$ cat src/rtl/cross_cnt_event_rx.sv
// cross_cnt_event_rx: turns a synchronized wrapping count into valid/ready events; CROSS_CNT_GRAY_IN_EN selects gray-coded cnt_b
module cross_cnt_event_rx #(
  parameter int W        = 8,
  parameter int PW       = 10,
  parameter int MAX_STEP = 8
) (
  input  logic          clk_b,
  input  logic          rst_b,
  input  logic [W-1:0]  cnt_b,
  output logic          evt_valid,
  input  logic          evt_ready,
  output logic [PW-1:0] pending,
  output logic          step_err,
  output logic          ovf,
  input  logic          clr_err
);
  localparam logic [W-1:0] MAX_D = W'(MAX_STEP);
  typedef enum logic {ALIGN, RUN} state_t;
  state_t state, state_nxt;
  logic [W-1:0] cnt_bin, last_cnt, delta_raw, delta;
  logic [PW:0] sum;
  logic run, big, acc, sat;
`ifdef CROSS_CNT_GRAY_IN_EN
  for (genvar g = 0; g < W; g++) begin : gray_dec
    assign cnt_bin[g] = ^cnt_b[W-1:g];
  end
`else
  assign cnt_bin = cnt_b;
`endif
  assign delta_raw = cnt_bin - last_cnt;
  assign big       = run && (delta_raw > MAX_D);
  assign delta     = (run && !big) ? delta_raw : '0;
  assign acc       = evt_valid & evt_ready;
  assign sum       = {1'b0, pending} + (PW+1)'(delta) - (PW+1)'(acc);
  assign sat       = sum[PW];
  // state register: ALIGN only for the first cycle after reset
  always_ff @(posedge clk_b)
    state <= rst_b ? ALIGN : state_nxt;
  // next state: ALIGN always moves to RUN, RUN is absorbing
  always_comb
    state_nxt = RUN;
  // outputs decoded from state and the pending register
  always_comb begin
    run       = (state == RUN);
    evt_valid = (pending != '0);
  end
  // count tracking, saturating pending queue and sticky error flags
  always_ff @(posedge clk_b) begin
    if (rst_b) begin
      last_cnt <= '0;
      pending  <= '0;
      step_err <= 1'b0;
      ovf      <= 1'b0;
    end else begin
      last_cnt <= cnt_bin;
      pending  <= sat ? '1 : sum[PW-1:0];
      step_err <= big | (step_err & ~clr_err);
      ovf      <= sat | (ovf & ~clr_err);
    end
  end
endmodule

$ cat config.mk
export PLATFORM = sky130hd
export DESIGN_NAME = cross_cnt_event_rx
export DESIGN_NICKNAME = d
export VERILOG_FILES = /design/src/rtl/cross_cnt_event_rx.sv
export SDC_FILE = /design/constraint.sdc
export NUM_CORES = 1
export LEC_CHECK = 0
export ABC_AREA = 1
export BUFFER_PORTS_ARGS = -buffer_cell sky130_fd_sc_hd__buf_2
export CAP_MARGIN = 20
export CORE_ASPECT_RATIO = 1.5
export CORE_MARGIN = 10
export CORE_UTILIZATION = 62
export DETAILED_ROUTE_END_ITERATION = 10
export GPL_ROUTABILITY_DRIVEN = 0
export PLACE_DENSITY = 0.85
export SYNTH_ARGS = -nofsm -noshare
export SYNTH_HDL_FRONTEND = slang
export SYNTH_SLANG_ARGS = --single-unit
$ cat constraint.sdc
create_clock -name clk_b -period 6.5 [get_ports clk_b]
set_clock_uncertainty 0.05 [all_clocks]
set_input_delay 1.3 -clock clk_b [delete_from_list [all_inputs] [get_ports clk_b]]
set_output_delay 1.3 -clock clk_b [all_outputs]
set_load 0.005 [all_outputs]
==> flow_metrics.py, run 1 <==
metrics = {
    "status": {
        "status": "finished clean",
    },
    "timing": {
        "max_freq_ghz": 0.220,
        "setup_viol": 0,
        "finalCritPeriodShare_pct": 69.9,
        "drv_slew": 0,
        "setup_tns_ps": 0,
        "period_needed_ps": 4540,
        "rsz0062_at_grt": "no",
        "setup_ws_ps": 1960,
        "hold_viol_final": 0,
    },
    "global_route": {
        "grt_max_degree": 13,
        "grt_pass1_wl_um": 6310,
        "first_global_vias": 1619,
        "grt_usage_pct": 13.9,
        "grt_overflow_total": 0,
        "antenna_found_initial": 0,
    },
    "placement": {
        "dp_slack_ps": 1670,
        "port_buffers": 24,
        "place_hpwl_um": 3030,
        "dp_cells": 339,
    },
    "detailed_routing": {
        "drt_iter0_markers": 49,
        "ant_nets": 0,
        "routed_wl_um": 3590,
        "dr.pass1.iters": 4,
        "vias_per_cell": 4.69,
        "drcViolationCount": 0,
        "detail_route.wl_per_cell_um": 10.5,
        "vias": 1610,
    },
    "flow_run": {
        "drv_cap": 0,
    },
    "floorplan": {
        "initial_core_util_pct": 65.4,
        "rows": 23,
        "dieArea_mm2": 0.00548,
        "die_h_um": 85.8,
        "die_w_um": 63.8,
        "ios": 25,
        "core_mm2": 0.00273,
    },
    "synthesis": {
        "ys_top_cells_by_area": "dfxtp_1 (24%), ha_1 (18%), inv_1 (15%)",
        "synth_edf_count": 0,
        "synth-seq-area-share_pct": 23.5,
        "synth_top_area_share_pct": 23.5,
        "async_reset_ff_share_pct": 0,
        "synth_top_area_cell": "dfxtp_1",
        "synth_flop_cell": "dfxtp_1",
        "synth_seq_cells": 21,
        "synth.cells.most_frequent": "inv_1 (73), nand2_1 (71), ha_1 (26)",
        "syn_area_mm2": 0.00179,
        "yosysUniqueCellTypes": 29,
        "syn-instance-count": 277,
        "post-synth-top-count-cell": "inv_1",
        "syn_avg_cell_area_um2": 6.45,
        "yosysWarnings": 0,
    },
    "setup_path": {
        "r2r_slack_ps": 2850,
        "required_ps": 6620,
        "cp_data_arrival_time_ps": 4660,
        "end_kind": "flop",
        "path_class": "primary input to flop",
        "startpoint_type": "primary input",
        "cp_max_fo": 11,
    },
    "pwr": {
        "p_seq_share_pct": 20.4,
        "p_sw_share_pct": 50.0,
        "powerDensity_mw_per_mm2": 465,
        "p_clk_share_pct": 9.5,
        "peakVddDrop_uv": 244,
        "internal_power_uw": 464,
        "p_sw_uw": 463,
        "leakage_nw": 1.22,
        "power.combinational.fraction_pct": 70.1,
    },
    "clock_tree": {
        "cts_resized": 0,
        "cts_hold_buf": 0,
        "cts_buffer_depth": 2,
        "cts_setup_buffers": 0,
        "cts_buffers": 3,
        "clock-root-buffer": "clkbuf_8",
        "clkLatencyLatePin_ps": 260,
        "cts_max_level": 1,
        "cts.clk_slew.worst_paths_ps": 80,
        "cts_tree": "yes",
        "cts_sinks": 21,
    },
    "cells_and_area": {
        "final_cells": 343,
        "n_antenna_cell": 0,
        "drive_gt1_share_pct": 12.1,
        "fin_nets": 347,
        "area_growth_pct": 11.6,
    },
    "hold_path": {
        "hold_path.class": "flop to flop",
    },
}
critical path: stages:
cell and delay (ps):
buf_2 90, inv_1 70, ha_1 140, inv_1 50, fa_1 400, nand2_1 90, nand2_1 90, nand3_1 100
nand2_1 60, nand2_1 60, nand2_1 50, nor2_1 120, nand2_1 90, nor2_2 150, nand2_1 80, ha_1 270
inv_1 50, ha_1 170, inv_1 70, fa_1 390, inv_1 90, nand3_1 100, nand3_1 100, nand2_1 60
nand2_2 210, nand2_1 90, nand2_1 70, inv_1 40
path summary, 6_finish.rpt:
kind / start / endpoint / cells past startpoint
worst max-delay path: cnt_b[0] / pending[4] / 28
worst min-delay path: step_err / step_err / 2
worst max register to register: last_cnt[0] / pending[4] / 26
worst min register to register: step_err / step_err / 2
cell type report:
cell class,instances,area (µm²)
clock buffers,4,45.0
fillers,243,738
inverters,75,282
multi-input cells,182,1080
flip-flops and latches,21,420
well taps,37,46.3
repair buffers,24,120
placed cells by master, fill, tap and decap left out:
cell type	count
inv_1	73
nand2_1	71
ha_1	26
buf_2	24
nor2_1	22
dfxtp_1	21
nand3_1	15
a21oi_1	9
xor2_1	5
nand2_2	5
xnor2_1	4
o21ai_0	4
conb_1	4
nand4_1	3
clkbuf_8	3
a31oi_1	2
fa_1	2
or2_4	1
or2_1	1
nor2_2	1
nor4_1	1
a21boi_0	1
clkinv_1	1
inv_2	1
o21ai_1	1
o21bai_1	1
a21oi_2	1
nor3_2	1
nor3_1	1
clkbuf_1	1
cell families (layout without fill, tap and decap cells):
family / after synthesis / after routing / synth area share, %
other: 1 / 4 / 0.210
adder cells (fa/ha/maj): 28 / 28 / 20.4
AND/OR/NAND/NOR: 122 / 122 / 28.9
flip-flops: 21 / 21 / 23.5
XOR/XNOR: 9 / 9 / 4.41
buffers and inverters: 77 / 103 / 16.6
AO/OA/AOI/OAI: 19 / 19 / 5.95
sequential cells by signal, indices dropped and copies added, names as in the netlist:
register and cells:
step_err 1, ovf 1, run 1, pending 10, last_cnt 8
power groups by stage:
stage / logic (mW) / registers (mW) / clock network, mW
2_1_floorplan: 0.513 / 0.196 / 0
3_3_place_gp: 0.641 / 0.192 / 0
3_5_place_dp: 0.649 / 0.192 / 0
4_1_cts: 0.654 / 0.189 / 0.0900
5_1_grt: 0.747 / 0.195 / 0.0949
6_report: 0.650 / 0.189 / 0.0883
per-layer routing:
metal  vias up  wire length (µm)  track usage [%]
met5         -                 0                0
met4         0                73             7.98
met3         6                90             2.47
met2        18              2020             27.7
met1       706              1400             12.3
li1        880                 -                -
stage by stage:
stage                     total power, mW  util (%)  area, µm²  hold slack (ps)
after CTS                           0.933      73.0       2000              431
after detailed placement            0.842      71.4       1950              420
after global placement              0.834      71.4       1950              402
final                               0.927      73.0       2000              429
after global routing                 1.04      73.0       2000              466
after floorplan                     0.709         -       1800              383
Note: power is estimated with default switching activity, not from simulation.
==> run 2, diff against run 1 <==
CORE_UTILIZATION = 57   (was 62)
PLACE_DENSITY = 0.79   (was 0.85)
clock period = 4.4 ns   (was 6.5 ns; I/O delays follow)
==> run 2 against run 1 <==
Register-to-register slack lost 2100 ps. Non-clock buffer count is the same. Final area grew 0.44%. Flip-flop and latch count is the same. Via count grew 5.0%. Wire length grew 4.9%. First-iteration DRC count shrank 29%. Critical path type unchanged. Critical path depth is the same. Final cell count grew 0.58%. Sequential share of layout area shrank 0.092 points.
==> flow_metrics.py, run 2 (synthesis results as in run 1) <==
metrics = {
    "status": {
        "status": "finished clean",
    },
    "setup_path": {
        "end_kind": "flop",
        "critPathMaxStageDelay_ps": 400,
        "startpoint_type": "primary input",
        "r2r_slack_ps": 800,
        "slowest_stage": "fa_1",
        "required_ps": 4520,
        "cp_data_arrival_time_ps": 4160,
        "cp_max_fo": 11,
        "crit_top_cell": "nand2_1",
        "path_class": "primary input to flop",
        "worstRegToRegCells": 24,
        "regToRegStartpoint": "last_cnt[0]",
        "r2r_end": "pending[4]",
    },
    "global_route": {
        "grt_max_degree": 13,
        "first_global_vias": 1685,
        "grt_overflow_total": 0,
        "grt_pass1_wl_um": 6470,
        "antenna_found_initial": 0,
        "grt_usage_pct": 13.6,
    },
    "timing": {
        "setup_tns_ps": 0,
        "worst_pin_slew_ps": 499,
        "drv_slew": 0,
        "max_freq_ghz": 0.248,
        "hold_viol_final": 0,
        "setup_viol": 0,
        "relSlewSlack_pct": 66.4,
        "finalCritPeriodShare_pct": 91.8,
        "period_needed_ps": 4040,
    },
    "pwr": {
        "powerDensity_mw_per_mm2": 694,
        "leakage_nw": 1.22,
        "peakVddDrop_uv": 337,
    },
    "floorplan": {
        "die_h_um": 88.6,
        "dieArea_mm2": 0.00582,
        "die_w_um": 65.7,
        "ios": 25,
        "initial_core_util_pct": 60.1,
        "rows": 24,
        "core_mm2": 0.00297,
    },
    "clock_tree": {
        "cts.clk_slew.worst_paths_ps": 90,
        "cts_sinks": 21,
        "clock-root-buffer": "clkbuf_8",
        "cts_resized": 0,
        "cts_buffer_depth": 2,
        "cts_hold_buf": 0,
        "cts_tree": "yes",
        "cts_buffers": 3,
        "cts_max_level": 1,
        "cts_setup_buffers": 0,
        "clkLatencyLatePin_ps": 270,
    },
    "detailed_routing": {
        "drcViolationCount": 0,
        "ant_nets": 0,
        "vias": 1690,
        "vias_per_cell": 4.90,
        "routed_wl_um": 3760,
        "detail_route.wl_per_cell_um": 10.9,
        "drt_iter0_markers": 35,
        "dr.pass1.iters": 4,
    },
    "placement": {
        "port_buffers": 24,
        "place_hpwl_um": 3190,
    },
    "cells_and_area": {
        "drive_gt1_share_pct": 12.4,
        "largestRegisters": "pending: 10 flops, last_cnt: 8 flops",
        "top_register": "pending",
        "fin_nets": 347,
        "largest_reg_flops": 10,
        "layout_commonest_cell": "inv_1",
        "area_growth_pct": 12.1,
        "n_antenna_cell": 0,
        "final_cell_mix": "inv_1 (73), nand2_1 (71), ha_1 (26)",
        "final_core_util_pct": 67.4,
    },
    "hold_path": {
        "hold_depth": 2,
        "min_from": "step_err",
        "hold_path.class": "flop to flop",
        "whs_endpoint": "step_err",
    },
    "flow_run": {
        "drv_cap": 0,
    },
}
run 2: cell count changes in the layout (fill, tap and decap cells not counted), sizes merged:
cell	change
clkbuf	-1
clkinv	+1
run 2: critical path, delay by kind of cell:
family        cells  cell delay (ps)
fa+ha+maj         5             1380
buf+inv           7              470
simple gates     16             1410
run 2: layer usage:
layer	vias to the layer above	track usage [%]	wire length, µm
met4	0	7.62	123
met1	753	11.1	1320
li1	885	-	-
met5	-	0	0
met2	38	28.0	2150
met3	14	3.16	165
run 2: worst max-delay path by stage:
stage | start | end
2_1_floorplan | cnt_b[0] | pending[8]
3_3_place_gp | cnt_b[0] | pending[2]
3_5_place_dp | cnt_b[0] | pending[2]
4_1_cts | cnt_b[0] | pending[2]
5_1_grt | cnt_b[0] | pending[2]
6_report | cnt_b[0] | pending[4]
run 2: area by class of cell:
class | count | area, µm²
repair buffers | 24 | 120
multi-input cells | 182 | 1090
clock inverters | 1 | 5.00
inverters | 75 | 282
flip-flops and latches | 21 | 420
well taps | 39 | 48.8
clock buffers | 3 | 41.3
fillers | 282 | 968
run 2: stage by stage:
| step | std cells | worst slack, ps | power (mW) | hold WS (ps) | instance area (µm²) |
|---|---|---|---|---|---|
| final | 345 | 360 | 1.39 | 422 | 2000 |
| after detailed placement | 341 | 28.7 | 1.25 | 412 | 1950 |
| after global placement | 341 | 109 | 1.23 | 403 | 1950 |
| after global routing | 345 | -4.26 | 1.55 | 467 | 2000 |
| after CTS | 345 | 310 | 1.39 | 424 | 2000 |
| after floorplan | 280 | 491 | 1.05 | 383 | 1800 |
run 2: report_power, final:
group | total (mW) | leakage (nW) | internal, mW | switching [mW]
logic | 0.975 | 1.02 | 0.378 | 0.597
registers | 0.281 | 0.176 | 0.250 | 0.0310
clock network | 0.134 | 0.0255 | 0.0633 | 0.0711
